<file path="config.mk">
export PLATFORM = sky130hd
export DESIGN_NAME = pipeline_ctrl_flat
export DESIGN_NICKNAME = d
export VERILOG_FILES = /design/src/rtl/pipeline_ctrl_if.sv /design/src/rtl/pipeline_ctrl.sv /design/src/flat_wrapper.sv
export SDC_FILE = /design/constraint.sdc
export NUM_CORES = 1
export LEC_CHECK = 0
export BUFFER_PORTS_ARGS = -buffer_cell sky130_fd_sc_hd__clkbuf_2
export CORE_MARGIN = 3
export CORE_UTILIZATION = 36
export CTS_CLUSTER_SIZE = 10
export DETAILED_ROUTE_END_ITERATION = 12
export HOLD_SLACK_MARGIN = 0.06
export MAX_ROUTING_LAYER = met4
export PLACE_DENSITY = 0.91
export SLEW_MARGIN = 20
export SYNTH_ARGS = -nofsm -noshare
export SYNTH_HDL_FRONTEND = slang
export SYNTH_SLANG_ARGS = --single-unit
</file>
<file path="constraint.sdc">
create_clock -name i_clk -period 3.48 [get_ports i_clk]
set_input_delay 0.696 -clock i_clk [delete_from_list [all_inputs] [get_ports i_clk]]
set_output_delay 0.696 -clock i_clk [all_outputs]
set_load 0.05 [all_outputs]
</file>
<file path="src/rtl/pipeline_ctrl_if.sv">
// pipeline_ctrl_if
//   Groups the datapath-facing signals of pipeline_ctrl: the hazard and branch
//   information coming from the ID/EX stages, and the register load enables
//   and flush requests going back to the pipeline.
//
//   Signals
//     i_id_rs, i_id_rt  [4:0]  source registers of the instruction in ID
//     i_ex_rt           [4:0]  destination register of the instruction in EX
//     i_ex_mem_rd              instruction in EX is a load
//     i_ex_take                branch/jump in EX resolved taken
//     o_pc_en, o_if_id_en      PC and IF/ID load enables
//     o_if_id_flush            synchronous clear of IF/ID
//     o_id_ex_flush            synchronous clear of ID/EX
//     o_pipe_en                load enable for ID/EX, EX/MEM, MEM/WB
//
//   Modports
//     slave  : the controller (consumes i_*, produces o_*)
//     master : the pipeline datapath side
interface pipeline_ctrl_if;
    logic [4:0] i_id_rs;
    logic [4:0] i_id_rt;
    logic [4:0] i_ex_rt;
    logic       i_ex_mem_rd;
    logic       i_ex_take;
    logic       o_pc_en;
    logic       o_if_id_en;
    logic       o_if_id_flush;
    logic       o_id_ex_flush;
    logic       o_pipe_en;

    modport slave (
        input  i_id_rs, i_id_rt, i_ex_rt, i_ex_mem_rd, i_ex_take,
        output o_pc_en, o_if_id_en, o_if_id_flush, o_id_ex_flush, o_pipe_en
    );

    modport master (
        output i_id_rs, i_id_rt, i_ex_rt, i_ex_mem_rd, i_ex_take,
        input  o_pc_en, o_if_id_en, o_if_id_flush, o_id_ex_flush, o_pipe_en
    );
endinterface

</file>
<file path="src/rtl/pipeline_ctrl.sv">
// pipeline_ctrl
//   Run/step/halt sequencer for a 5-stage pipeline plus load-use hazard and
//   taken-branch handling. Enables and flushes are combinational from the
//   current state and the hazard inputs (zero-cycle latency).
//
//   Optional feature: define PIPE_CTRL_STATS_EN to build saturating stall and
//   flush event counters. Without it both counter outputs are tied to zero and
//   no counter flops exist.
//
//   Ports
//     i_clk        clock, rising edge
//     i_rst        asynchronous active-low reset
//     i_start      leave IDLE
//     i_mode_step  1 = single-step mode, 0 = continuous
//     i_step       step request (level, sampled every cycle)
//     i_halt       HALT reached write-back
//     pipe         pipeline_ctrl_if.slave (hazard inputs, enables/flushes)
//     o_state      current FSM state
//     o_stall_cnt  stall cycle count (NBITS_CNT, saturating)
//     o_flush_cnt  flush cycle count (NBITS_CNT, saturating)
//
//   state     | meaning
//   ----------+----------------------------------------------
//   IDLE      | waiting for i_start, pipeline frozen
//   RUN       | continuous execution
//   STEP_WAIT | single-step mode, pipeline frozen until i_step
//   STEP_EXEC | single-step mode, pipeline advances one cycle
//   HALTED    | HALT retired, frozen until reset
module pipeline_ctrl #(
    parameter int NBITS_CNT = 16
) (
    input  logic                 i_clk,
    input  logic                 i_rst,
    input  logic                 i_start,
    input  logic                 i_mode_step,
    input  logic                 i_step,
    input  logic                 i_halt,
    pipeline_ctrl_if.slave       pipe,
    output logic [2:0]           o_state,
    output logic [NBITS_CNT-1:0] o_stall_cnt,
    output logic [NBITS_CNT-1:0] o_flush_cnt
);

    typedef enum logic [2:0] {
        IDLE      = 3'd0,
        RUN       = 3'd1,
        STEP_WAIT = 3'd2,
        STEP_EXEC = 3'd3,
        HALTED    = 3'd4
    } state_t;

    state_t state_q;
    state_t state_d;
    logic   gen;
    logic   hazard;

    always_ff @(posedge i_clk or negedge i_rst) begin
        if (!i_rst) begin
            state_q <= IDLE;
        end else begin
            state_q <= state_d;
        end
    end

    always_comb begin
        state_d = state_q;
        case (state_q)
            IDLE: begin
                if (i_start) begin
                    state_d = i_mode_step ? STEP_WAIT : RUN;
                end
            end
            RUN: begin
                // halt wins over a concurrent switch to step mode
                if (i_halt) begin
                    state_d = HALTED;
                end else if (i_mode_step) begin
                    state_d = STEP_WAIT;
                end
            end
            STEP_WAIT: begin
                if (!i_mode_step) begin
                    state_d = RUN;
                end else if (i_step) begin
                    state_d = STEP_EXEC;
                end
            end
            STEP_EXEC: begin
                // one cycle only; a held i_step re-steps via STEP_WAIT
                state_d = i_halt ? HALTED : STEP_WAIT;
            end
            HALTED: begin
                state_d = HALTED;
            end
            default: begin
                state_d = IDLE;
            end
        endcase
    end

    assign o_state = state_q;
    assign gen     = (state_q == RUN) || (state_q == STEP_EXEC);

    // Load-use hazard; r0 is hardwired zero so it never creates a dependency.
    assign hazard = pipe.i_ex_mem_rd && (pipe.i_ex_rt != 5'd0) &&
                    ((pipe.i_ex_rt == pipe.i_id_rs) || (pipe.i_ex_rt == pipe.i_id_rt));

    // A taken branch flushes the instruction in ID anyway, so it overrides
    // the stall: the front end keeps moving to fetch the target.
    always_comb begin
        pipe.o_pipe_en     = gen;
        pipe.o_if_id_flush = gen & pipe.i_ex_take;
        pipe.o_pc_en       = gen & (pipe.i_ex_take | ~hazard);
        pipe.o_if_id_en    = gen & (pipe.i_ex_take | ~hazard);
        pipe.o_id_ex_flush = gen & (pipe.i_ex_take | hazard);
    end

`ifdef PIPE_CTRL_STATS_EN
    logic [NBITS_CNT-1:0] stall_cnt_q;
    logic [NBITS_CNT-1:0] flush_cnt_q;
    localparam logic [NBITS_CNT-1:0] CNT_ONE = {{(NBITS_CNT-1){1'b0}}, 1'b1};

    always_ff @(posedge i_clk or negedge i_rst) begin
        if (!i_rst) begin
            stall_cnt_q <= '0;
            flush_cnt_q <= '0;
        end else begin
            if (gen && hazard && !pipe.i_ex_take && (stall_cnt_q != '1)) begin
                stall_cnt_q <= stall_cnt_q + CNT_ONE;
            end
            if (gen && pipe.i_ex_take && (flush_cnt_q != '1)) begin
                flush_cnt_q <= flush_cnt_q + CNT_ONE;
            end
        end
    end

    assign o_stall_cnt = stall_cnt_q;
    assign o_flush_cnt = flush_cnt_q;
`else
    assign o_stall_cnt = '0;
    assign o_flush_cnt = '0;
`endif

endmodule

</file>
<file path="src/flat_wrapper.sv">
// flat-port wrapper written by rule: the top's interface ports become plain ports
module pipeline_ctrl_flat 
#(
    parameter int NBITS_CNT = 16
)
  (i_clk, i_rst, i_start, i_mode_step, i_step, i_halt, o_state, o_stall_cnt, o_flush_cnt, pipe_i_id_rs, pipe_i_id_rt, pipe_i_ex_rt, pipe_i_ex_mem_rd, pipe_i_ex_take, pipe_o_pc_en, pipe_o_if_id_en, pipe_o_if_id_flush, pipe_o_id_ex_flush, pipe_o_pipe_en);
  pipeline_ctrl_if pipe_i ();
  input  logic i_clk;
  input  logic i_rst;
  input  logic i_start;
  input  logic i_mode_step;
  input  logic i_step;
  input  logic i_halt;
  output logic [2:0] o_state;
  output logic [NBITS_CNT-1:0] o_stall_cnt;
  output logic [NBITS_CNT-1:0] o_flush_cnt;
  input wire logic [$bits(pipe_i.i_id_rs)-1:0] pipe_i_id_rs;
  input wire logic [$bits(pipe_i.i_id_rt)-1:0] pipe_i_id_rt;
  input wire logic [$bits(pipe_i.i_ex_rt)-1:0] pipe_i_ex_rt;
  input wire logic [$bits(pipe_i.i_ex_mem_rd)-1:0] pipe_i_ex_mem_rd;
  input wire logic [$bits(pipe_i.i_ex_take)-1:0] pipe_i_ex_take;
  output wire logic [$bits(pipe_i.o_pc_en)-1:0] pipe_o_pc_en;
  output wire logic [$bits(pipe_i.o_if_id_en)-1:0] pipe_o_if_id_en;
  output wire logic [$bits(pipe_i.o_if_id_flush)-1:0] pipe_o_if_id_flush;
  output wire logic [$bits(pipe_i.o_id_ex_flush)-1:0] pipe_o_id_ex_flush;
  output wire logic [$bits(pipe_i.o_pipe_en)-1:0] pipe_o_pipe_en;
  assign pipe_i.i_id_rs = pipe_i_id_rs;
  assign pipe_i.i_id_rt = pipe_i_id_rt;
  assign pipe_i.i_ex_rt = pipe_i_ex_rt;
  assign pipe_i.i_ex_mem_rd = pipe_i_ex_mem_rd;
  assign pipe_i.i_ex_take = pipe_i_ex_take;
  assign pipe_o_pc_en = pipe_i.o_pc_en;
  assign pipe_o_if_id_en = pipe_i.o_if_id_en;
  assign pipe_o_if_id_flush = pipe_i.o_if_id_flush;
  assign pipe_o_id_ex_flush = pipe_i.o_id_ex_flush;
  assign pipe_o_pipe_en = pipe_i.o_pipe_en;
  pipeline_ctrl #(.NBITS_CNT(NBITS_CNT)) u_core (.i_clk(i_clk), .i_rst(i_rst), .i_start(i_start), .i_mode_step(i_mode_step), .i_step(i_step), .i_halt(i_halt), .pipe(pipe_i), .o_state(o_state), .o_stall_cnt(o_stall_cnt), .o_flush_cnt(o_flush_cnt));
endmodule
</file>
Word-level counts from Yosys, hierarchy flattened
Cells that the tools add are included.
Widths: inputs -> output; s select.
{"block": "word_totals", "register_bits": 3, "inputBits": 23, "out_inout_bits": 40, "word_cells": 31}
{"block": "classes", "eq_ne": 9, "n_mux": 8, "bitwise": 6, "reduce_logical": 7}
{"op": "$mux 3", "count": 6}
{"op": "$pmux 3 s5", "count": 1}
{"op": "$eq 5x5->1", "count": 2}
{"op": "$eq 3x2->1 const B", "count": 2}
{"op": "$ne 3x3->1 const B", "count": 2}
{"op": "$reduce_bool 5->1", "count": 1}
{"op": "$and 1x1->1", "count": 3}
{"op": "$eq 3x1->1 const B", "count": 1}
{"op": "$eq 3x3->1 const B", "count": 1}
{"op": "$logic_not 3->1", "count": 1}
{"op": "$reduce_and 3->1", "count": 1}
{"op": "$logic_and 1x1->1", "count": 2}
{"op": "$logic_or 1x1->1", "count": 2}
{"op": "$mux 2", "count": 1}
{"op": "$ne 2x2->1 const B", "count": 1}
{"op": "$or 1x1->1", "count": 2}
{"op": "$not 1->1", "count": 1}

Logic depth before layout (Yosys ltp)
{"block": "depth", "word_depth": 6, "depth_mapped": 5, "ltp_nobuf": 4}

Worst setup path before layout
No wires, ideal clock.
{"block": "synth_path", "kind": "reg-to-output", "from": "reg u_core.state_q[0], in the netlist u_core.o_state[0]", "to": "out pipe_o_id_ex_flush", "arrival_ns": 2.255, "required_ns": 2.784, "slack_ns": 0.529, "path_stages_with_launch": 4, "n_path_buf": 0, "cell_sequence": "dfrtp_1 -> and2b_1 -> and2_1 -> o21bai_1"}
{"block": "synth_between", "elab_chain_cells": 3, "elab_cells_between_ends": 4, "cone_classes": "2 x eq/ne; 1 x bitwise; 1 x reduce/logical"}
{"item": "from (decl)", "line_no": "pipeline_ctrl.sv:52", "rtl": "state_t state_q;"}
{"item": "from (signal assigned)", "line_no": "pipeline_ctrl.sv:61", "rtl": "state_q <= state_d;"}
{"item": "$eq 3x1->1 or $eq 3x2->1 (tied branches)", "line_no": "pipeline_ctrl.sv:102", "rtl": "assign gen = (state_q == RUN) || (state_q == STEP_EXEC);"}
{"item": "$logic_or 1x1->1 *", "line_no": "pipeline_ctrl.sv:102"}
{"item": "net pipe_o_pipe_en", "line_no": "flat_wrapper.sv:26", "rtl": "output wire logic [$bits(pipe_i.o_pipe_en)-1:0] pipe_o_pipe_en;"}
{"item": "$and 1x1->1 *", "line_no": "pipeline_ctrl.sv:115", "rtl": "pipe.o_id_ex_flush = gen & (pipe.i_ex_take | hazard);"}
{"item": "to (decl)", "line_no": "flat_wrapper.sv:25", "rtl": "output wire logic [$bits(pipe_i.o_id_ex_flush)-1:0] pipe_o_id_ex_flush;"}
Mark *: on every way through the listed nets, which the timed path passes. The rest lies on a longest branch.

Worst setup path after layout
{"block": "layout_path", "from": "in pipe_i_ex_rt[1]", "to": "out pipe_o_pc_en"}
{"block": "layout_between", "elab_chain_cells": 6, "elab_cells_between_ends": 9, "cone_classes": "2 x eq/ne; 3 x bitwise; 4 x reduce/logical"}
{"item": "from (decl)", "line_no": "flat_wrapper.sv:19", "rtl": "input wire logic [$bits(pipe_i.i_ex_rt)-1:0] pipe_i_ex_rt;"}
{"item": "$eq 5x5->1 or $reduce_bool 5->1 (tied branches)", "line_no": "pipeline_ctrl.sv:106, pipeline_ctrl.sv:105"}
{"item": "$logic_or 1x1->1 or $logic_and 1x1->1 (tied branches)", "line_no": "pipeline_ctrl.sv:106, pipeline_ctrl.sv:105"}
{"item": "$logic_and 1x1->1 *", "line_no": "pipeline_ctrl.sv:105", "rtl": "assign hazard = pipe.i_ex_mem_rd && (pipe.i_ex_rt != 5'd0) &&"}
{"item": "$not 1->1 *", "line_no": "pipeline_ctrl.sv:113", "rtl": "pipe.o_pc_en = gen & (pipe.i_ex_take | ~hazard);"}
{"item": "$or 1x1->1 *", "line_no": "pipeline_ctrl.sv:113"}
{"item": "$and 1x1->1 *", "line_no": "pipeline_ctrl.sv:113"}
{"item": "to (decl)", "line_no": "flat_wrapper.sv:22", "rtl": "output wire logic [$bits(pipe_i.o_pc_en)-1:0] pipe_o_pc_en;"}
Mark *: on every way between the ends. The rest lies on a longest branch, timed or not.

==> reports/qor.yml <==
clock_tree:
  root_buffer: "clkbuf_4"
  clock_path_buffers: 2
  cts_max_level: 1
  clock_sinks: 3
  clk-insertion-delay-late_ns: 0.23
  cts_resized: 0
  cts_buffers: 3
  post-cts-setup-buffers: 0
  clk_pin_slew_ns: 0.04
  cts_tree: "done"
  postCtsHoldBufs: 0
place:
  gp_congestion: 0.633
  place_ws_ns: 0.869
  dp_hpwl_um: 1040
  portBuffers: 30
sta:
  finalClockSkew_ns: 0.00207
  fin_ws_ns: 0.871
  finalSetupTns_ns: 0
  hold_viol: 0
  fmax_mhz: 383
  setup_violations: 0
  final_max_slew_viol_count: 0
  finalCriticalPeriod_ns: 2.61
  post-route-period-util_pct: 75.0
  rsz0062_at_grt: "false"
setup_path:
  crit_path_end_kind: "output port"
  crit_required_ns: 2.78
  r2r_start: "u_core.o_state[1]$_DFFE_PN0P_"
  r2r_cells: 4
  cp-start-kind: "input pin"
  r2r_slack_ns: 2.36
  worstPathArrival_ns: 1.91
  r2r-end: "u_core.o_state[1]$_DFFE_PN0P_"
  crit_fanout: 3
  crit_type: "input pin to output port"
detailed_routing:
  drc_errors: 0
  finalWirelength_um: 1120
  postRouteAntennaNets: 0
  avgViaCountPerCell: 4.02
  vias: 478
  dr.pass1.iters: 3
  drt_iter0_markers: 2
  wl_per_cell_um: 9.39
power:
  ir_worst_vdd_v: 0.000299
  p_per_area_nw_per_um2: 721
  total_power_uw: 451
  leakagePower_nw: 0.380
global_routing:
  grt_pass1_wl_um: 1420
  antenna_found_initial: 0
  gr-usage-all-layers_pct: 9.69
  globalRouteMet2Util_pct: 17.3
  grt_util_met1_pct: 9.18
  overflow: 0
  grt_busiest_layer: "met2"
  grt_max_degree: 8
  grt_pass1_vias: 354
  grtUsageMet3_pct: 2.77
cells_and_area:
  diodes: 0
  drive_gt1_share_pct: 32.7
  area_delta_synth_final_pct: 11.4
  fin_nets: 128
  mostFrequentLayoutCells: "conb_1, clkbuf_2, xor2_1"
  final_common_cell: "conb_1"
  largest_reg_flops: 3
synth:
  syn_avg_cell_area_um2: 7.80
  syn_area_um2: 562
  synth-compound-area-share_pct: 12.7
  yosys.area.top_type_share_pct: 44.1
  ys_warn_count: 0
  synth_top_family_by_area: "buffers and inverters"
  synth_seq_cells: 3
  synthCells: 72
  ys_seq_area_share_pct: 13.4
  yosys.area.top_type: "buf_4"
  synth.area.top_cells: "buf_4, xor2_1, dfrtp_1"
  synthSimpleGateAreaFrac_pct: 12.9
  synth_xor_xnor_area_share_pct: 15.6
  synth.distinct_cells: 22
  synth-adder-area-share_pct: 0
  synthMuxAreaShare_pct: 0
die:
  fp.dieH_um: 45.5
  initial_core_util_pct: 40.6
  coreArea_um2: 1380
  dieArea_um2: 2070
  fp.dieW_um: 45.5
  num_rows: 13
  ioPinCount: 63
status:
  outcome: "finished, final reports clean"
worst_hold_path:
  hp-class: "input pin to asynchronous set/reset pin"
job:
  drv_cap: 0
[per-stage QoR]
| step | area, um2 | instances | utilization (%) | hold slack [ns] |
|---|---|---|---|---|
| 4_1_cts | 626 | 119 | 45.2 | 0.245 |
| 3_3_place_gp | 599 | 115 | 43.3 | 0.481 |
| 5_1_grt | 626 | 119 | 45.2 | 0.244 |
| 6_report | 626 | 119 | 45.2 | 0.254 |
| 2_1_floorplan | 678 | 103 | - | 0.400 |
| 3_5_place_dp | 599 | 115 | 43.3 | 0.495 |
[layout make-up]
type / count / area, um2
fillers: 149 / 757
multi-input cells: 66 / 352
repair buffers: 30 / 150
flip-flops and latches: 3 / 75.1
clock buffers: 4 / 26.3
well taps: 15 / 18.8
inverters: 1 / 3.75
[cells in the mapped netlist, drive strengths merged]
cell	count
a2111oi	1
xor2	10
conb	1
nor3	2
nand2	1
inv	1
or4	1
a22o	1
o211ai	1
and2b	1
a21oi	1
a22oi	1
a21o	1
o21bai	1
dfrtp	3
nor2	7
o21ai	2
nand3b	1
buf	33
o31a	1
and2	1
[routing by layer]
| layer | vias up | wire length, um |
|---|---|---|
| met1 | 220 | 355 |
| met4 | 0 | 0 |
| met5 | - | 0 |
| met2 | 25 | 649 |
| li1 | 233 | - |
| met3 | 0 | 113 |
[worst max-delay path, stage by stage]
cell,delay [ns]
clkbuf_2,0.11
or4_4,0.53
o21ai_1,0.13
o31a_1,0.15
clkbuf_2,0.28
[report_power, final]
group          internal, mW  switching [mW]  total [mW]
clock                0.0429          0.0168      0.0596
combinational        0.0654           0.258       0.323
sequential           0.0495          0.0193      0.0688
total                 0.158           0.294       0.451
[kinds of logic after synthesis]
logic type | count (synthesis)
flip-flops | 3
other | 1
AO/OA/AOI/OAI | 10
buffers and inverters | 34
XOR/XNOR | 10
AND/OR/NAND/NOR | 14
[worst max-delay path by stage]
| stage | cells after the start | from | to |
|---|---|---|---|
| floorplan | 3 | u_core.o_state[0]$_DFFE_PN0P_ | pipe_o_id_ex_flush |
| global placement | 5 | pipe_i_ex_rt[1] | pipe_o_if_id_en |
| detailed placement | 5 | pipe_i_ex_rt[1] | pipe_o_pc_en |
| CTS | 5 | pipe_i_ex_rt[1] | pipe_o_if_id_en |
| global route | 5 | pipe_i_ex_rt[1] | pipe_o_if_id_en |
| finish | 5 | pipe_i_ex_rt[1] | pipe_o_pc_en |
Note: power is estimated with default switching activity, not from simulation.
